===== src/rtl/product_accumulator.sv =====
// Packet accumulator behind the 8x8 multiplier: sums 16-bit products until in_last, then holds sum/count/overflow.
// Optional build macro PRODUCT_ACCUMULATOR_SAT_EN: saturate the sum instead of wrapping on carry out.
module product_accumulator #(
  parameter int ACC_W = 24,
  parameter int CNT_W = 8
) (
  input  logic             clk_i,
  input  logic             rst_i,
  input  logic             in_valid_i,
  output logic             in_ready_o,
  input  logic [15:0]      in_product_i,
  input  logic             in_last_i,
  output logic             out_valid_o,
  input  logic             out_ready_i,
  output logic [ACC_W-1:0] out_sum_o,
  output logic [CNT_W-1:0] out_count_o,
  output logic             out_overflow_o
);

  typedef enum logic [1:0] {
    S_IDLE  = 2'd0,
    S_ACCUM = 2'd1,
    S_DONE  = 2'd2
  } state_t;

  state_t           state_q;
  logic [ACC_W-1:0] acc_q;
  logic [CNT_W-1:0] cnt_q;
  logic             ovf_q;
  logic             in_ready_q;
  logic             out_valid_q;

  logic [ACC_W:0]   sum_full;
  logic [ACC_W-1:0] acc_d;
  logic [CNT_W-1:0] cnt_d;
  logic             ovf_d;
  logic             accept;

  assign accept = in_valid_i && in_ready_q;

  always_comb begin
    sum_full = {1'b0, acc_q} + {{(ACC_W + 1 - 16){1'b0}}, in_product_i};
`ifdef PRODUCT_ACCUMULATOR_SAT_EN
    // Once saturated, every later add carries again, so the sum stays pinned.
    acc_d = sum_full[ACC_W] ? {ACC_W{1'b1}} : sum_full[ACC_W-1:0];
`else
    acc_d = sum_full[ACC_W-1:0];
`endif
    ovf_d = ovf_q | sum_full[ACC_W];
    cnt_d = (cnt_q == {CNT_W{1'b1}}) ? cnt_q : cnt_q + 1'b1;
  end

  always_ff @(posedge clk_i) begin
    if (rst_i) begin
      state_q     <= S_IDLE;
      acc_q       <= '0;
      cnt_q       <= '0;
      ovf_q       <= 1'b0;
      in_ready_q  <= 1'b1;
      out_valid_q <= 1'b0;
    end else begin
      case (state_q)
        S_IDLE, S_ACCUM: begin
          if (accept) begin
            acc_q <= acc_d;
            cnt_q <= cnt_d;
            ovf_q <= ovf_d;
            if (in_last_i) begin
              state_q     <= S_DONE;
              in_ready_q  <= 1'b0;
              out_valid_q <= 1'b1;
            end else begin
              state_q <= S_ACCUM;
            end
          end
        end
        S_DONE: begin
          if (out_ready_i) begin
            state_q     <= S_IDLE;
            acc_q       <= '0;
            cnt_q       <= '0;
            ovf_q       <= 1'b0;
            in_ready_q  <= 1'b1;
            out_valid_q <= 1'b0;
          end
        end
        default: begin
          state_q     <= S_IDLE;
          acc_q       <= '0;
          cnt_q       <= '0;
          ovf_q       <= 1'b0;
          in_ready_q  <= 1'b1;
          out_valid_q <= 1'b0;
        end
      endcase
    end
  end

  assign in_ready_o     = in_ready_q;
  assign out_valid_o    = out_valid_q;
  assign out_sum_o      = acc_q;
  assign out_count_o    = cnt_q;
  assign out_overflow_o = ovf_q;

endmodule


===== config.mk =====
export PLATFORM = sky130hd
export DESIGN_NAME = product_accumulator
export DESIGN_NICKNAME = d
export VERILOG_FILES = /design/src/rtl/product_accumulator.sv
export SDC_FILE = /design/constraint.sdc
export NUM_CORES = 1
export LEC_CHECK = 0
export ABC_CLOCK_PERIOD_IN_PS = 5500
export CORE_ASPECT_RATIO = 0.7
export CORE_UTILIZATION = 30
export CTS_CLUSTER_SIZE = 25
export DETAILED_ROUTE_END_ITERATION = 6
export PLACE_DENSITY = 0.63
export SLEW_MARGIN = 20
export SYNTH_ARGS = -nofsm -noshare
export SYNTH_HDL_FRONTEND = slang
export SYNTH_SLANG_ARGS = --single-unit

===== constraint.sdc =====
create_clock -name clk_i -period 5.5 [get_ports clk_i]
set_clock_uncertainty 0.15 [all_clocks]
set_input_delay 1.375 -clock clk_i [delete_from_list [all_inputs] [get_ports clk_i]]
set_output_delay 1.375 -clock clk_i [all_outputs]
set_load 0.02 [all_outputs]

; Word-level counts from Yosys, hierarchy flattened
; Cells that the tools add are included.
[classes]
addsub = 2
eq_ne = 7
muxes = 21
bitwise = 1
n_reduce_logical = 6
[op_table]
columns = op, n
row1 = 2-to-1 mux 24 bit, 2
row2 = one-hot mux 24 bit (2 select lines), 1
row3 = adder 24 x 16 -> 25 bit, 1
row4 = 2-to-1 mux 8 bit, 3
row5 = one-hot mux 8 bit (2 select lines), 1
row6 = adder 8 x 1 -> 8 bit (second input constant), 1
row7 = equality test 8 bit (second input constant), 1
row8 = != test 2 bit (second input constant), 4
row9 = 2-to-1 mux 1 bit, 7
row10 = 2-to-1 mux 2 bit, 3
row11 = one-hot mux 1 bit (2 select lines), 3
row12 = AND reduction 3 bit, 2
row13 = one-hot mux 2 bit (2 select lines), 1
row14 = equality test 2 x 1 -> 1 bit (second input constant), 1
row15 = equality test 2 bit (second input constant), 1
row16 = zero test 2 bit, 1
row17 = AND reduction 2 bit, 1
row18 = OR reduction 2 bit, 1
row19 = logical AND 1 bit, 1
row20 = bitwise OR 1 bit, 1
[totals]
register_bits = 37
inputBits = 21
out_inout_bits = 35
word_cells = 43

; Longest topological paths before layout
[depth]
ltp_word = 4
ltp_mapped = 9
ltp_nobuf = 9

; Worst setup path before layout
; OpenSTA, ideal clock, no wires.
[synth_timing]
kind = in2reg
start = input in_product_i[0]
end = register acc_q[20], in the netlist out_sum_o[20]
setup_time_ps = 124
t_arrival_ps = 2972
t_required_ps = 5226
slack_ps = 2254
path_stages = 9
n_path_buf = 0
path_cell_list = ha_1 -> inv_1 -> fa_1 -> nand2b_1 -> a21oi_2 -> o2111ai_1 -> a31oi_1 -> o2111ai_1 -> mux2i_1
[synth_between]
elab_chain_cells = 3
[synth_rtl]
columns = item, line
row1 = start: declaration, 11  ; input logic [15:0] in_product_i,
row2 = adder 24 x 16 -> 25 bit, 42  ; sum_full = {1'b0, acc_q} + {{(ACC_W + 1 - 16){1'b0}}, in_product_i};
row3 = 2-to-1 mux 24 bit, 64  ; if (accept) begin
row4 = one-hot mux 24 bit (2 select lines), 62  ; case (state_q)
row5 = end signal: assignment, 56  ; acc_q <= '0;
row6 = end signal: assignment, 65  ; acc_q <= acc_d;
row7 = end signal: assignment, 80  ; acc_q <= '0;
row8 = end: declaration, 27  ; logic [ACC_W-1:0] acc_q;
; Every way passes these cells. The select of a mux whose other input is x is not followed.
; A chain may end at the register's enable or synchronous reset.

; Final worst setup path
; Ends and elaborated chain as after synthesis.

==> metrics list <==
- The first TritonRoute pass finished after 4 iterations.
- The number of antenna violations at the first check in global routing is 0.
* Wire length of the first global-routing pass: 11.42 mm
* Worst slack, placed: 1.532 ns
* Worst-case setup margin in the final layout: 1.776 ns
- The largest single stage delay on the critical path is 0.46 ns.
* Min-Delay Path Class: register to register
- Area fraction in compound gates after synthesis: 23.86%
- Counting flops with an async set or reset pin after synthesis yields a share of 0%.
* Footprint of the flip-flops and latches: 740.7 um^2
* Cell Chain, Critical Path: clkdlybuf4s50_1, ha_1, inv_1, fa_1, nand2b_1, a21oi_2, o2111ai_1, a31oi_1, o2111ai_1, mux2i_1
- For this block, the routed nets add up to 6.685 mm of wire.
* Crit-path most repeated cell: sky130_fd_sc_hd__o2111ai_1
* Post-synthesis adder-cell area fraction: 9.422%
- Relative to the synthesized area, the layout overhead comes to 31.51%.
- Clock tree synthesis found a total of 37 sinks.
- CP endpoint kind: register
- Setup repair after global routing left no endpoint under its margin.
- Yosys mapped a number of flops with a built-in enable equal to 0.
- Placement row count: 27
- Post-CTS timing repair inserted 0 buffers for setup.
- Number of nets with antenna violations after detailed routing: 0
- Final design utilization: 41.09%
* Vias per std cell: 5.241
- Overall Power: 0.0008982 W
- The worst hold path passes through 2 cells.
- At the pin with the least slew margin, the transition time is 0.6623 ns.
* Syn avg cell area: 7.916 um^2
* Largest net degree at the start of global routing: 17
- The repair_antennas step left the layout with diodes totalling 0.
- After floorplanning, the core was sized to cover 0.007905 mm^2.
- After the first detailed-routing iteration, the DRC count stood at 127.
- Area used by multi-input combinational logic: 0.001655 mm^2
- TritonCTS clock tree: done
- Crit path buffers/inverters: 2
* CTS Hold Buffers Added: 0
* Highest-count cells in the layout ignoring fill and taps: sky130_fd_sc_hd__clkdlybuf4s50_1 (55), sky130_fd_sc_hd__nand2_1 (43), sky130_fd_sc_hd__dfxtp_1 (37)
* Final layout net count: 402
- The floorplan step defined a die boundary enclosing 0.008606 mm^2.
- Critical path launch point type: primary input
- Buffers from clock root to sink, at most: 2
* Tightest slew margin relative to the limit: 55.71%
- CTS placed an instance of sky130_fd_sc_hd__clkbuf_16 at the clock tree root.
- Count of non-filler cells in the finished layout: 465
- After Yosys synthesis, and, or, nand and nor cells account for 25.68% of the synthesized area.
- Routability-driven placement finished with a final weighted congestion of 0.8696.
- Netlist area before placement: 0.002470 mm^2
- Number of buffers created by CTS: 5
* Max-slew violation total from the final report: 0
- Gates resized during post-CTS repair numbered 0.
- In this run the worst path has a maximum fanout of 4.
- IO buf count: 55
- The die is 77.92 um tall.
- The most used flip-flop cell after synthesis is sky130_fd_sc_hd__dfxtp_1.
- Family with the most delay on the worst path: compound AO/OA/AOI/OAI gates
- Maximum resistive drop on vdd: 0.0001613 V
- The run finished with clean final reports.
- Final clock period utilization by the worst path: 67.71%
- Max cap viols: 0
* Register clock-pin slew on the reported worst setup and hold paths: 0.06 ns
- The netlist uses 53 different library cells.
- Cells after synthesis: 312
- Effective utilization at floorplan: 31.24%
- Data required time at the worst endpoint: 5.52 ns
- Number of top-level pins: 56
* H-Tree Depth: 2
- Counting cells, the worst reg-to-reg path comes to 9.
* Dominant combinational cell family by area after synthesis: simple AND/OR/NAND/NOR gates
- The library cell used most frequently in the layout, excluding fill and tap cells, is sky130_fd_sc_hd__clkdlybuf4s50_1.
- Across every metal layer, demand over resource in global routing totals 16.20%.
* Hold Vio Cnt, Final: 0
- Fraction of synthesized area in multiplexers: 2.026%
* Vias in the first global route: 2320
* Routed length per placed instance: 14.38 um
* Category of the critical setup timing path: primary input to register
- Warnings from Yosys: 0
- Of the synthesized area, sequential elements account for 29.99%.
* Post-placement cell count: 457
* Stages on the worst setup path: 10
* Post-Synthesis Net Count: 351
- For this design, the slowest cell found on the critical path is sky130_fd_sc_hd__clkdlybuf4s50_1.
- After detailed routing, the number of remaining DRC violations is 0.
- Maximum clock frequency: 268.5 MHz
* Data arrival, critical path: 3.74 ns
- Summing the areas of all xor and xnor instances in the mapped netlist gives 6.028% of the synthesized area.
* Aggregate negative setup slack: 0 ns
* Clock latency of the later-clocked register in the worst-skew pair: 0.28 ns
- Fill cells in the final layout number 832.
* Final period demand of the worst path: 3.724 ns
- Global routing finished with a remaining overflow of 0.
* Placed wire-length estimate: 4.985 mm
* Leakage: 1.251 nW
- Number of vias in the routed layout: 2437
- Setup violations remaining at the end of the flow were counted as 0.
- Number of flip-flops and latches in the synthesized netlist: 37
* Share of final-layout standard cells stronger than drive strength 1: 6.044%
- Dividing total power by cell area gives a power density of 276.5 mW/mm^2.
- Horiz. Die Dim: 110.5 um
[final cells by class]
| cell class | count | share of cell area (%) |
|---|---|---|
| clock buffer | 6 | 4.276 |
| clock inverter | 2 | 0.4237 |
| inverter | 6 | 0.6934 |
| multi-input combinational | 258 | 50.96 |
| sequential | 37 | 22.80 |
| tap | 101 | 3.891 |
| timing repair buffer | 55 | 16.95 |
[stage by stage]
| step | area (um^2) | hold WS, ns |
|---|---|---|
| 3_3_place_gp | 3095 | 0.3160 |
| 2_1_floorplan | 2470 | 0.3621 |
| 4_1_cts | 3248 | 0.3341 |
| 6_report | 3248 | 0.3267 |
| 3_5_place_dp | 3095 | 0.3205 |
| 5_1_grt | 3248 | 0.3519 |
[synthesized netlist by cell type, types with 6 or more instances]
library cell               instances  area (um^2)
sky130_fd_sc_hd__xor2_1            9        78.83
sky130_fd_sc_hd__nand4_1           8        50.05
sky130_fd_sc_hd__nor2_1           31        116.4
sky130_fd_sc_hd__xnor2_1           8        70.07
sky130_fd_sc_hd__a22oi_1           6        45.04
sky130_fd_sc_hd__nand2_1          43        161.4
sky130_fd_sc_hd__ha_1             17        212.7
sky130_fd_sc_hd__o21ai_0          22        110.1
sky130_fd_sc_hd__a21oi_1          27        135.1
sky130_fd_sc_hd__nand3_1          11        55.05
sky130_fd_sc_hd__and3_1            6        37.54
sky130_fd_sc_hd__inv_1             6        22.52
sky130_fd_sc_hd__dfxtp_1          37        740.7
sky130_fd_sc_hd__nand2b_1          9        56.30
[worst paths after layout]
path	startpoint	to	slack, ns
worst max-delay path	in_product_i[0]	out_sum_o[20]$_SDFFE_PP0P_	1.78
worst max register to register	out_sum_o[0]$_SDFFE_PP0P_	out_sum_o[20]$_SDFFE_PP0P_	2.98
worst min register to register	out_valid_o$_SDFFE_PP0P_	out_valid_o$_SDFFE_PP0P_	0.33
worst min-delay path	out_valid_o$_SDFFE_PP0P_	out_valid_o$_SDFFE_PP0P_	0.33
[cell families after synthesis]
group           count (synthesis)
buf+inv                        17
xor+xnor                       17
flops                          37
fa+ha+maj                      18
compound gates                 89
simple gates                  129
mux                             5
[worst register-to-register path: cells and delay by family (launching register included)]
family                   cells  cell delay [ns]
buffers and inverters        1             0.07
AND/OR/NAND/NOR              1             0.20
multiplexers                 1             0.15
adder cells (fa/ha/maj)      2             0.57
flip-flops                   1             0.35
AO/OA/AOI/OAI                4             0.94
[per-layer routing]
layer	global-route usage (%)	share of wire, %	up-vias
li1	-	-	1238
met1	24.33	54	1116
met2	23.42	40	77
met3	3.672	5.6	6
met4	2.800	0.51	0
met5	0	0	-
[power breakdown]
group	total, W	switching, W	leakage [nW]	internal [W]
Clock	0.000297	0.000117	0.0768	0.000180
Combinational	0.000292	0.000167	0.873	0.000124
Sequential	0.000309	0.0000201	0.302	0.000289
Total	0.000898	0.000304	1.25	0.000594
[sequential cells by signal, indices dropped and copies added (netlist names)]
register and count:
in_ready_o 1, out_overflow_o 1, out_sum_o 24, state_q 2, out_count_o 8, out_valid_o 1
Note: power is estimated with default switching activity, not from simulation.
